## src/rtl/axis_packer_pkg.sv

```systemverilog
// Shared types and helpers for the AXIS byte packer.
// Latency: n/a (types and pure functions only).
// Backpressure: n/a.
package axis_packer_pkg;

  // Accumulator state: IDLE means lane 0 is next, FILL means a partial word is held.
  typedef enum logic {
    IDLE = 1'b0,
    FILL = 1'b1
  } pack_state_e;

  // Lane index is sized for the widest supported word (8 bytes).
  localparam int MAX_OUT_BYTES = 8;
  localparam int IDX_W         = $clog2(MAX_OUT_BYTES);

  // Contiguous low-order keep mask covering lanes 0..idx.
  function automatic logic [MAX_OUT_BYTES-1:0] keep_from_idx(input logic [IDX_W-1:0] idx);
    logic [MAX_OUT_BYTES-1:0] keep;
    for (int i = 0; i < MAX_OUT_BYTES; i++) begin
      keep[i] = (IDX_W'(i) <= idx);
    end
    return keep;
  endfunction

endpackage

```

## src/rtl/axis_out_reg.sv

```systemverilog
// Output holding register for packed words, with valid/ready and word/frame counters.
// Latency: a load is visible on m_axis_* the cycle after load_i.
// Backpressure: holds data stable while tvalid && !tready; slot_free_o tells the producer when it may load.
module axis_out_reg
  import axis_packer_pkg::*;
#(
  parameter int DATA_W = 32,
  parameter int KEEP_W = 4,
  parameter int USER_W = 8
) (
  input  logic              clk,
  input  logic              rst,
  input  logic              load_i,
  input  logic [DATA_W-1:0] data_i,
  input  logic [KEEP_W-1:0] keep_i,
  input  logic [USER_W-1:0] user_i,
  input  logic              last_i,
  output logic              slot_free_o,
  output logic [DATA_W-1:0] m_axis_tdata,
  output logic [KEEP_W-1:0] m_axis_tkeep,
  output logic [USER_W-1:0] m_axis_tuser,
  output logic              m_axis_tlast,
  output logic              m_axis_tvalid,
  input  logic              m_axis_tready,
  output logic [31:0]       word_count_o,
  output logic [31:0]       frame_count_o
);

  logic [DATA_W-1:0] data_q;
  logic [KEEP_W-1:0] keep_q;
  logic [USER_W-1:0] user_q;
  logic              last_q;
  logic              valid_q;
  logic [31:0]       word_q;
  logic [31:0]       frame_q;
  logic              handshake;

  assign handshake   = valid_q && m_axis_tready;
  // A reload in the same edge as a handshake keeps the slot full: full throughput.
  assign slot_free_o = !valid_q || m_axis_tready;

  // Holding register and counters; a load wins over the handshake clear.
  always_ff @(posedge clk) begin
    if (rst) begin
      data_q  <= '0;
      keep_q  <= '0;
      user_q  <= '0;
      last_q  <= 1'b0;
      valid_q <= 1'b0;
      word_q  <= '0;
      frame_q <= '0;
    end else begin
      if (load_i) begin
        data_q  <= data_i;
        keep_q  <= keep_i;
        user_q  <= user_i;
        last_q  <= last_i;
        valid_q <= 1'b1;
      end else if (handshake) begin
        valid_q <= 1'b0;
      end
      if (handshake) begin
        word_q <= word_q + 32'd1;
        if (last_q) begin
          frame_q <= frame_q + 32'd1;
        end
      end
    end
  end

  assign m_axis_tdata  = data_q;
  assign m_axis_tkeep  = keep_q;
  assign m_axis_tuser  = user_q;
  assign m_axis_tlast  = last_q;
  assign m_axis_tvalid = valid_q;
  assign word_count_o  = word_q;
  assign frame_count_o = frame_q;

endmodule

```

## src/rtl/axis_byte_packer.sv

```systemverilog
// Packs an 8-bit AXIS byte stream little-endian into OUT_BYTES words with tkeep; flush on tlast (optional idle timeout via AXIS_PACKER_TIMEOUT_EN).
// Latency: word appears on m_axis one cycle after the completing byte is accepted.
// Backpressure: s_axis_tready = !rst && (!m_axis_tvalid || m_axis_tready); accumulator freezes while the output slot is busy.
module axis_byte_packer
  import axis_packer_pkg::*;
#(
  parameter int OUT_BYTES      = 4,
  parameter int TUSER_WIDTH    = 8,
  parameter int TIMEOUT_CYCLES = 255
) (
  input  logic                   clk,
  input  logic                   rst,
  input  logic [7:0]             s_axis_tdata,
  input  logic [TUSER_WIDTH-1:0] s_axis_tuser,
  input  logic                   s_axis_tlast,
  input  logic                   s_axis_tvalid,
  output logic                   s_axis_tready,
  output logic [OUT_BYTES*8-1:0] m_axis_tdata,
  output logic [OUT_BYTES-1:0]   m_axis_tkeep,
  output logic [TUSER_WIDTH-1:0] m_axis_tuser,
  output logic                   m_axis_tlast,
  output logic                   m_axis_tvalid,
  input  logic                   m_axis_tready,
  output logic [31:0]            word_count,
  output logic [31:0]            frame_count
);

  localparam int DATA_W = OUT_BYTES * 8;

  pack_state_e            state_q, state_d;
  logic [IDX_W-1:0]       idx_q, idx_d;
  logic [DATA_W-1:0]      acc_q, acc_d;
  logic [TUSER_WIDTH-1:0] user_q, user_d;

  logic                   slot_free;
  logic                   accept;
  logic                   complete;
  logic                   flush;
  logic [DATA_W-1:0]      merged;
  logic                   load;
  logic [DATA_W-1:0]      load_data;
  logic [OUT_BYTES-1:0]   load_keep;
  logic [TUSER_WIDTH-1:0] load_user;
  logic                   load_last;

  assign s_axis_tready = !rst && slot_free;
  assign accept        = s_axis_tvalid && s_axis_tready;
  assign complete      = (idx_q == IDX_W'(OUT_BYTES - 1)) || s_axis_tlast;

  // Current accumulator with the incoming byte dropped into lane idx.
  always_comb begin
    merged = acc_q;
    for (int l = 0; l < OUT_BYTES; l++) begin
      if (idx_q == IDX_W'(l)) begin
        merged[l*8 +: 8] = s_axis_tdata;
      end
    end
  end

`ifdef AXIS_PACKER_TIMEOUT_EN
  localparam int TO_W = $clog2(TIMEOUT_CYCLES + 1);

  logic [TO_W-1:0] idle_q, idle_d;
  logic            timeout_hit;

  // Hit on the TIMEOUT_CYCLES-th consecutive idle cycle while a partial word is held.
  assign timeout_hit = (state_q == FILL) && (idle_q == TO_W'(TIMEOUT_CYCLES - 1));
  assign flush       = timeout_hit && !accept && slot_free && !rst;

  // Idle counter: clears on any accepted byte or flush, saturates while the flush waits for the slot.
  always_comb begin
    idle_d = idle_q;
    if (state_q == IDLE || accept || flush) begin
      idle_d = '0;
    end else if (!timeout_hit) begin
      idle_d = idle_q + TO_W'(1);
    end
  end

  // Idle counter register.
  always_ff @(posedge clk) begin
    if (rst) begin
      idle_q <= '0;
    end else begin
      idle_q <= idle_d;
    end
  end
`else
  // Without the timeout a partial word waits indefinitely for more bytes or tlast.
  logic unused_timeout_cfg;
  assign unused_timeout_cfg = (TIMEOUT_CYCLES == 0);
  assign flush              = 1'b0;
`endif

  // Packer FSM next state and output-register load decision.
  always_comb begin
    state_d   = state_q;
    idx_d     = idx_q;
    acc_d     = acc_q;
    user_d    = user_q;
    load      = 1'b0;
    load_data = merged;
    load_keep = OUT_BYTES'(keep_from_idx(idx_q));
    load_user = (state_q == IDLE) ? s_axis_tuser : user_q;
    load_last = s_axis_tlast;
    if (accept) begin
      if (complete) begin
        load    = 1'b1;
        state_d = IDLE;
        idx_d   = '0;
        acc_d   = '0;
      end else begin
        state_d = FILL;
        idx_d   = idx_q + IDX_W'(1);
        acc_d   = merged;
        if (state_q == IDLE) begin
          user_d = s_axis_tuser;
        end
      end
    end else if (flush) begin
      // Partial flush: idx_q bytes are held, so keep covers lanes 0..idx_q-1.
      load      = 1'b1;
      load_data = acc_q;
      load_keep = OUT_BYTES'(keep_from_idx(idx_q - IDX_W'(1)));
      load_user = user_q;
      load_last = 1'b0;
      state_d   = IDLE;
      idx_d     = '0;
      acc_d     = '0;
    end
  end

  // Packer state register; reset drops any partial word.
  always_ff @(posedge clk) begin
    if (rst) begin
      state_q <= IDLE;
      idx_q   <= '0;
      acc_q   <= '0;
      user_q  <= '0;
    end else begin
      state_q <= state_d;
      idx_q   <= idx_d;
      acc_q   <= acc_d;
      user_q  <= user_d;
    end
  end

  axis_out_reg #(
    .DATA_W (DATA_W),
    .KEEP_W (OUT_BYTES),
    .USER_W (TUSER_WIDTH)
  ) u_out_reg (
    .clk           (clk),
    .rst           (rst),
    .load_i        (load),
    .data_i        (load_data),
    .keep_i        (load_keep),
    .user_i        (load_user),
    .last_i        (load_last),
    .slot_free_o   (slot_free),
    .m_axis_tdata  (m_axis_tdata),
    .m_axis_tkeep  (m_axis_tkeep),
    .m_axis_tuser  (m_axis_tuser),
    .m_axis_tlast  (m_axis_tlast),
    .m_axis_tvalid (m_axis_tvalid),
    .m_axis_tready (m_axis_tready),
    .word_count_o  (word_count),
    .frame_count_o (frame_count)
  );

endmodule

```

## config.mk

```make
export PLATFORM = sky130hd
export DESIGN_NAME = axis_byte_packer
export DESIGN_NICKNAME = d
export VERILOG_FILES = /design/src/rtl/axis_packer_pkg.sv /design/src/rtl/axis_out_reg.sv /design/src/rtl/axis_byte_packer.sv
export SDC_FILE = /design/constraint.sdc
export NUM_CORES = 1
export LEC_CHECK = 0
export ABC_AREA = 1
export CELL_PAD_IN_SITES_DETAIL_PLACEMENT = 0
export CELL_PAD_IN_SITES_GLOBAL_PLACEMENT = 1
export CORE_MARGIN = 2
export CORE_UTILIZATION = 40
export DETAILED_ROUTE_END_ITERATION = 6
export GPL_TIMING_DRIVEN = 0
export PLACE_DENSITY_LB_ADDON = 0.3
export SYNTH_ARGS = -nofsm -noshare
export SYNTH_HDL_FRONTEND = slang
export SYNTH_SLANG_ARGS = --single-unit
export TNS_END_PERCENT = 5
```

## constraint.sdc

```tcl
create_clock -name clk -period 2.6 [get_ports clk]
set_clock_uncertainty 0.1 [all_clocks]
set_input_delay 0.39 -clock clk [delete_from_list [all_inputs] [get_ports clk]]
set_output_delay 0.39 -clock clk [all_outputs]
set_load 0.03 [all_outputs]
```

# Word-level counts from Yosys, hierarchy flattened
# Cells that the tools add are included.
[op_classes]
add_sub_neg = 3
n_reduce_logical = 11
muxes = 12
n_eq_ne = 3
bitwise = 1
n_lt_le_gt_ge = 4
[op_table]
columns = ["cell", "n"]
rows = [
  ["$add A32 B1 Y32 const B", 2],
  ["$mux W8", 5],
  ["$mux W32", 1],
  ["$eq A3 B2 Y1 const B", 2],
  ["$le A1 B3 Y1 const A", 2],
  ["$le A2 B3 Y1 const A", 2],
  ["$mux W1", 5],
  ["$reduce_and A2 Y1", 2],
  ["$add A3 B1 Y3 const B", 1],
  ["$eq A3 B1 Y1 const B", 1],
  ["$logic_and A1 B1 Y1", 3],
  ["$logic_not A3 Y1", 1],
  ["$mux W3", 1],
  ["$logic_not A1 Y1", 2],
  ["$logic_or A1 B1 Y1", 2],
  ["$reduce_bool A2 Y1", 1],
  ["$not A1 Y1", 1],
]
[word_totals]
ff_bits = 154
input_bits = 21
word_cells = 45
out_inout_bits = 111

# Depth between registers and ports, before layout
# Gate-level depths: netlist of run 1.
[depth]
depth_word = 6
ltp_mapped = 9
ltp_nobuf = 9

# Hierarchy
# Synthesis of run 1 repeated with hierarchy kept, for this count alone.
[hier_totals]
hier_cells = 1074
area_unflattened_um2 = 7340.8
[by_module_without_submodules]
columns = ["mod", "seq_area_each_um2", "instances", "cells_each", "area_per_inst_um2"]
rows = [
  ["axis_out_reg", 2202.1, 1, 721, 5003.5],
  ["axis_byte_packer", 880.8, 1, 353, 2337.2],
]

# Least setup slack after synthesis of run 1
# Ideal clock, no wire load.
[synth_timing]
path_type = "reg2reg"
from = "register u_out_reg.valid_q, in the netlist u_out_reg.m_axis_tvalid"
to = "register user_q[6]"
setup_time_ps = 117
period_less_slack_ps = 1815
path_slack_ps = 785
required_time_ps = 2383
stages_incl_launch_ff = 8
t_arrival_ps = 1598
path_buffers = 1
cell_sequence = "dfxtp_1 a21oi_2 nand2_1 nor2_4 inv_2 buf_4 o21ai_1 a21oi_1"
[synth_between]
elab_chain_len = 5
[synth_rtl]
columns = ["item", "line", "source"]
rows = [
  ["start: declaration", "axis_out_reg.sv:33", "logic valid_q;"],
  ["start signal: assignment", "axis_out_reg.sv:49", "valid_q <= 1'b0;"],
  ["start signal: assignment", "axis_out_reg.sv:58", "valid_q <= 1'b1;"],
  ["start signal: assignment", "axis_out_reg.sv:60", "valid_q <= 1'b0;"],
  ["$logic_not A1 Y1", "axis_out_reg.sv:40", "assign slot_free_o = !valid_q || m_axis_tready;"],
  ["$logic_or A1 B1 Y1", "axis_out_reg.sv:40", ""],
  ["$logic_and A1 B1 Y1", "axis_byte_packer.sv:46", "assign s_axis_tready = !rst && slot_free;"],
  ["named net s_axis_tready", "axis_byte_packer.sv:17", "output logic s_axis_tready,"],
  ["$logic_and A1 B1 Y1", "axis_byte_packer.sv:47", "assign accept = s_axis_tvalid && s_axis_tready;"],
  ["$reduce_and A2 Y1 (no source line)", "--", ""],
  ["end signal: assignment", "axis_byte_packer.sv:144", "user_q <= user_d;"],
  ["end: declaration", "axis_byte_packer.sv:33", "logic [TUSER_WIDTH-1:0] user_q, user_d;"],
]
# The timed path passes the listed nets, and every way through them passes these cells.
# A chain may end at the register's enable or synchronous reset.

# Worst setup path after layout of run 1
[layout_timing]
from = "input m_axis_tready"
to = "output s_axis_tready"
[layout_between]
elab_chain_len = 2
[layout_rtl]
columns = ["item", "line", "source"]
rows = [
  ["start: declaration", "axis_byte_packer.sv:23", "input logic m_axis_tready,"],
  ["$logic_or A1 B1 Y1", "axis_out_reg.sv:40", ""],
  ["$logic_and A1 B1 Y1", "axis_byte_packer.sv:46", ""],
  ["end: declaration", "axis_byte_packer.sv:17", ""],
]
# No other way between the ends.

==> impl_metrics.json, run 1 <==
{
  "worstMarginPinSlew_ps": 621,
  "max_freq_ghz": 0.404,
  "clk_pin_slew_ps": 60,
  "required_ps": 2110,
  "globalRouteOverflowTotal": 0,
  "critical_path.slowest_cell": "clkdlybuf4s50_1",
  "met1_length_um": 9050,
  "synthesis.area_um2": 7050,
  "leakagePower_nw": 3.41,
  "rsz0062_at_grt": "no",
  "maxCapViolCount": 0,
  "ys_top_cells_by_count": "nand2_1, nor2_1, dfxtp_1",
  "io_pins": 132,
  "p_int_mw": 3.96,
  "start_util_pct": 40.9,
  "drc": 0,
  "vias": 7002,
  "placementRows": 48,
  "track_usage_pct": 21.9,
  "synth_nets": 1085,
  "final_cells": 1447,
  "dieArea_um2": 18700,
  "cts-root-buf": "clkbuf_16",
  "cts_tree": "done",
  "crit_top_cell": "clkdlybuf4s50_1",
  "cts_resized": 0,
  "synth_cell_types": 31,
  "yosysSeqAreaShare_pct": 43.7,
  "min_path_cells": 2,
  "syn_to_final_growth_pct": 30.4,
  "finalCritPeriodShare_pct": 95.3,
  "switching_share_pct": 24.4,
  "wl_per_cell_um": 13.9,
  "met3_length_um": 928,
  "layout-drive-gt1-share_pct": 4.58,
  "critPathKind": "input pin to output pin",
  "end_kind": "output pin",
  "grt_pass1_wl_um": 32100,
  "fin_hold_ws_ps": 347,
  "critPathLaunchType": "input pin",
  "critPathMaxStageDelay_ps": 730,
  "dieWidth_um": 137,
  "yosys-top-cells-area": "dfxtp_1, nand2_1, nor2_1, o21ai_0, inv_1",
  "total_power_mw": 5.24,
  "slew_headroom_pct": 58.6,
  "seq_power_share_pct": 46.5,
  "reg2reg_to": "u_out_reg.m_axis_tdata[3]",
  "reg2reg_from": "idx_q[0]",
  "ff2ff_path_depth": 7,
  "hold_path.startpoint": "user_q[1]",
  "period_minus_slack_ps": 2480,
  "cp_max_fo": 3,
  "power_frac_clock_pct": 45.0,
  "cts_buffer_depth": 2,
  "routed.top_layer": "met4",
  "synthesis.instances": 1059,
  "synth_ff_type": "dfxtp_1",
  "cts_inserted_buffers": 17,
  "first_iter_violations": 316,
  "comb_power_share_pct": 8.5,
  "worstPathArrival_ps": 1990,
  "setup_viol": 0,
  "fin_tns_setup_ps": 0,
  "gp_congestion": 0.843,
  "yosysWarningCount": 0,
  "synth.most_common_cell": "nand2_1",
  "dr.pass1.iters": 5,
  "async_flop_share_pct": 0,
  "synth_edf_count": 0,
  "wl_um": 20200,
  "regToRegSetupSlack_ps": 620,
  "post_cts_buffers": 0,
  "dp.cells": 1415,
  "nets": 1235,
  "fill_cells": 1764,
  "antenna_cells": 0,
  "die_h_um": 137,
  "p_per_area_nw_per_um2": 569,
  "hold_violations": 0,
  "htreeDepth": 4,
  "hold_buffers": 0,
  "path_cells": "clkdlybuf4s50_1 > inv_1 > a21oi_2 > clkdlybuf4s50_1",
  "portBuffers": 131,
  "p_switching_mw": 1.28,
  "vias_per_cell": 4.84,
  "yosysTopAreaCell": "dfxtp_1",
  "antenna_found_initial": 0,
  "grt_max_degree": 17,
  "outcome": "finished clean",
  "whs_endpoint": "user_q[1]",
  "place_hpwl_um": 14900,
  "grt_pass1_vias": 6587,
  "ys_seq_elements": 154,
  "synth.avg_cell_area_um2": 6.66,
  "peakVddDrop_uv": 487,
  "clkLatencyLatePin_ps": 420,
  "clkSinkCount": 154,
  "wl_met2_um": 9770,
  "synth_top_area_share_pct": 43.7,
  "hold_class": "register to register",
  "antenna_left": 0,
  "core_area_um2": 17200,
  "maxSlewViolCount": 0
}
flip-flops by register name, summed over array words and instances, names as in the netlist:
register and flops:
acc_q 32, idx_q 3, state_q 1, u_out_reg.frame_count_o 32
u_out_reg.m_axis_tdata 32, u_out_reg.m_axis_tkeep 4, u_out_reg.m_axis_tlast 1, u_out_reg.m_axis_tuser 8
u_out_reg.m_axis_tvalid 1, u_out_reg.word_count_o 32, user_q 8
metal layers:
metal	vias to the layer above	GRT usage [%]
met2	151	38.3
met4	0	8.16
met5	-	0
met3	29	4.44
met1	3141	26.5
li1	3681	-
cell usage in the layout (no fill, tap or decap):
cell type	netlist	layout
a21oi_1	73	73
a21oi_2	1	1
a22oi_1	1	1
and2_1	2	2
buf_1	3	3
buf_2	13	13
buf_4	1	1
bufinv_16	0	1
clkbuf_1	19	24
clkbuf_16	0	17
clkbuf_2	2	2
clkbuf_8	0	3
clkdlybuf4s50_1	0	131
clkinv_1	1	1
clkinv_2	0	4
clkinv_4	0	1
clkinvlp_4	0	1
dfxtp_1	154	154
ha_1	5	5
inv_1	109	109
inv_2	1	1
nand2_1	246	246
nand2_4	1	1
nand3_1	57	57
nand3_2	3	3
nand3b_1	1	1
nand4_1	15	15
nor2_1	200	200
nor2_2	4	4
nor2_4	3	3
nor3_1	13	13
nor3b_1	3	3
o21a_1	3	3
o21ai_0	115	115
o21ai_1	1	1
o22ai_1	1	1
xnor2_1	4	4
xor2_1	4	4
how the worst max path moves through the flow:
stage,slack [ps],end,depth (start not counted),start
global placement,80,u_out_reg.frame_count_o[30],6,rst
detailed placement,70,u_out_reg.frame_count_o[30],6,rst
CTS,90,s_axis_tready,4,m_axis_tready
global route,30,s_axis_tready,4,m_axis_tready
floorplan,790,user_q[6],7,u_out_reg.m_axis_tvalid
finish,120,s_axis_tready,4,m_axis_tready
power by group through the flow:
| stage | combinational (mW) | clock [mW] | sequential, mW |
|---|---|---|---|
| 6_report | 0.442 | 2.36 | 2.44 |
| 5_1_grt | 0.486 | 2.47 | 2.44 |
| 4_1_cts | 0.446 | 2.39 | 2.44 |
| 3_5_place_dp | 0.445 | 0 | 2.49 |
| 3_3_place_gp | 0.442 | 0 | 2.49 |
| 2_1_floorplan | 0.186 | 0 | 2.56 |
critical path, delay by kind of cell:
| family | cells | cell delay [ps] |
|---|---|---|
| compound gates | 1 | 170 |
| buf+inv | 3 | 1420 |
area by class of cell:
cell class / instances / area (µm²) / area share (%)
Clock buffer: 25 / 485 / 5.28
Tap cell: 225 / 282 / 3.06
Buffer: 38 / 165 / 1.80
Inverter: 111 / 417 / 4.53
Clock inverter: 7 / 66.3 / 0.721
Timing Repair Buffer: 131 / 1310 / 14.3
Multi-Input combinational cell: 756 / 3380 / 36.8
Sequential cell: 154 / 3080 / 33.5
kinds of logic after synthesis:
| group | count (synthesis) | synth area share [%] |
|---|---|---|
| buffers and inverters | 149 | 8.25 |
| DFF | 154 | 43.7 |
| AOI/OAI and AO/OA | 195 | 14.1 |
| adders and majority gates | 5 | 0.887 |
| xor gates and xnor gates | 8 | 0.994 |
| and+or+nand+nor | 548 | 32.1 |
stage by stage:
| stage | worst slack [ps] | util [%] | instance area (µm²) |
|---|---|---|---|
| floorplan | 785 | - | 7050 |
| global placement | 82.4 | 50.1 | 8640 |
| detailed placement | 67.3 | 50.1 | 8640 |
| CTS | 91.2 | 53.3 | 9190 |
| global route | 31.6 | 53.3 | 9190 |
| finish | 123 | 53.3 | 9190 |
(Power assumes the default switching activity.)
==> run 2, diff against run 1 <==
--- a/config.mk
+++ b/config.mk
@@ -6,12 +6,14 @@
 export NUM_CORES = 1
 export LEC_CHECK = 0
 export ABC_AREA = 1
+export CAP_MARGIN = 25
 export CELL_PAD_IN_SITES_DETAIL_PLACEMENT = 0
 export CELL_PAD_IN_SITES_GLOBAL_PLACEMENT = 1
 export CORE_MARGIN = 2
 export CORE_UTILIZATION = 40
 export DETAILED_ROUTE_END_ITERATION = 6
 export GPL_TIMING_DRIVEN = 0
+export MAX_ROUTING_LAYER = met4
 export PLACE_DENSITY_LB_ADDON = 0.3
 export SYNTH_ARGS = -nofsm -noshare
 export SYNTH_HDL_FRONTEND = slang
==> run 2 against run 1 <==
Against the previous run:
- worst hold slack improved by 2.2 ps
- via count rose by 0.60%
- die area stayed put
- combinational power hardly changed
- clock power barely moved
- setup slack better by 0.77 ps
- sequential share of layout area unchanged
- wire length rose by 0.25%
- sequential cell count unchanged
- register-to-register slack hardly changed
- largest cell class unchanged
==> impl_metrics.json, run 2 (synthesized netlist as in run 1, its figures left out) <==
{
  "clkSinkCount": 154,
  "layout_common_cells": "nand2_1, nor2_1, dfxtp_1",
  "cts-root-buf": "clkbuf_16",
  "fin_tns_setup_ps": 0,
  "nets": 1235,
  "track_usage_pct": 22.6,
  "post_cts_buffers": 0,
  "peakVddDrop_uv": 488,
  "end_kind": "output pin",
  "max_freq_ghz": 0.404,
  "period_minus_slack_ps": 2480,
  "dieWidth_um": 137,
  "cp_max_fo": 3,
  "hold_violations": 0,
  "outcome": "finished clean",
  "antenna_left": 0,
  "slew_headroom_pct": 58.4,
  "p_per_area_nw_per_um2": 569,
  "wl_um": 20200,
  "final_common_cell": "nand2_1",
  "htreeDepth": 4,
  "hold_class": "register to register",
  "grt_max_degree": 17,
  "syn_to_final_growth_pct": 30.4,
  "required_ps": 2110,
  "wl_per_cell_um": 14.0,
  "grt_pass1_wl_um": 32100,
  "clk_pin_slew_ps": 60,
  "dieArea_um2": 18700,
  "vias_per_cell": 4.87,
  "leakagePower_nw": 3.41,
  "antenna_found_initial": 0,
  "worstMarginPinSlew_ps": 624,
  "cts_resized": 0,
  "first_iter_violations": 318,
  "setup_viol": 0,
  "io_pins": 132,
  "cts_buffer_depth": 2,
  "grt_pass1_vias": 6588,
  "min_path_cells": 2,
  "critPathKind": "input pin to output pin",
  "die_h_um": 137,
  "start_util_pct": 40.9,
  "place_ws_ps": 67.3,
  "antenna_cells": 0,
  "critPathLaunchType": "input pin",
  "portBuffers": 131,
  "cts_tree": "done",
  "vias": 7044,
  "gp_congestion": 0.856,
  "worstPathArrival_ps": 1990,
  "cts_inserted_buffers": 17,
  "finalCritPeriodShare_pct": 95.2,
  "drc": 0,
  "placementRows": 48,
  "place_hpwl_um": 14900,
  "clkLatencyLatePin_ps": 420,
  "dr.pass1.iters": 5,
  "layout-drive-gt1-share_pct": 4.58,
  "hold_buffers": 0,
  "globalRouteOverflowTotal": 0,
  "maxCapViolCount": 0,
  "core_area_um2": 17200,
  "ff2ff_path_depth": 7,
  "rsz0062_at_grt": "no",
  "maxSlewViolCount": 0,
  "setup_ws_ps": 124
}
[run 2: cell counts in the layout (fill, tap and decap cells not counted)]
Identical to the previous run, type by type.
[run 2: worst paths after layout]
| kind | slack (ps) | from | to |
|---|---|---|---|
| max | 120 | m_axis_tready | s_axis_tready |
| min | 350 | user_q[7] | user_q[7] |
| max reg2reg | 620 | idx_q[0] | u_out_reg.m_axis_tdata[18] |
| min reg2reg | 350 | user_q[7] | user_q[7] |
[run 2: cell type report]
cell class | count | area (µm²)
clock inverters | 7 | 66.3
clock buffers | 25 | 485
fillers | 1764 | 8040
repair buffers | 131 | 1310
flip-flops and latches | 154 | 3080
multi-input cells | 756 | 3380
plain buffers | 38 | 165
well taps | 225 | 282
inverters | 111 | 417
[run 2: layer usage]
layer | up-vias | share of wire, % | GRT usage [%]
li1 | 3678 | - | -
met1 | 3179 | 46 | 26.8
met2 | 155 | 48 | 38.3
met3 | 32 | 4.0 | 3.93
met4 | 0 | 2.2 | 8.16
met5 | - | 0 | -
[run 2: where the power goes]
group / leakage, nW / internal [mW] / total (mW) / switching (mW)
registers: 1.25 / 2.41 / 2.44 / 0.0262
clock network: 0.271 / 1.39 / 2.36 / 0.968
logic: 1.89 / 0.158 / 0.443 / 0.285
[run 2: metrics by stage]
stage	total power [mW]	instance area, µm²	hold WS [ps]	utilization (%)	instances
global route	5.39	9190	367	53.3	1447
global placement	2.93	8640	334	50.1	1415
finish	5.24	9190	349	53.3	1447
floorplan	2.74	7050	324	-	1059
detailed placement	2.93	8640	341	50.1	1415
CTS	5.27	9190	350	53.3	1447
[run 2: worst max-delay path, stage by stage]
cell             delay (ps)
clkdlybuf4s50_1         590
inv_1                   100
a21oi_2                 170
clkdlybuf4s50_1         730
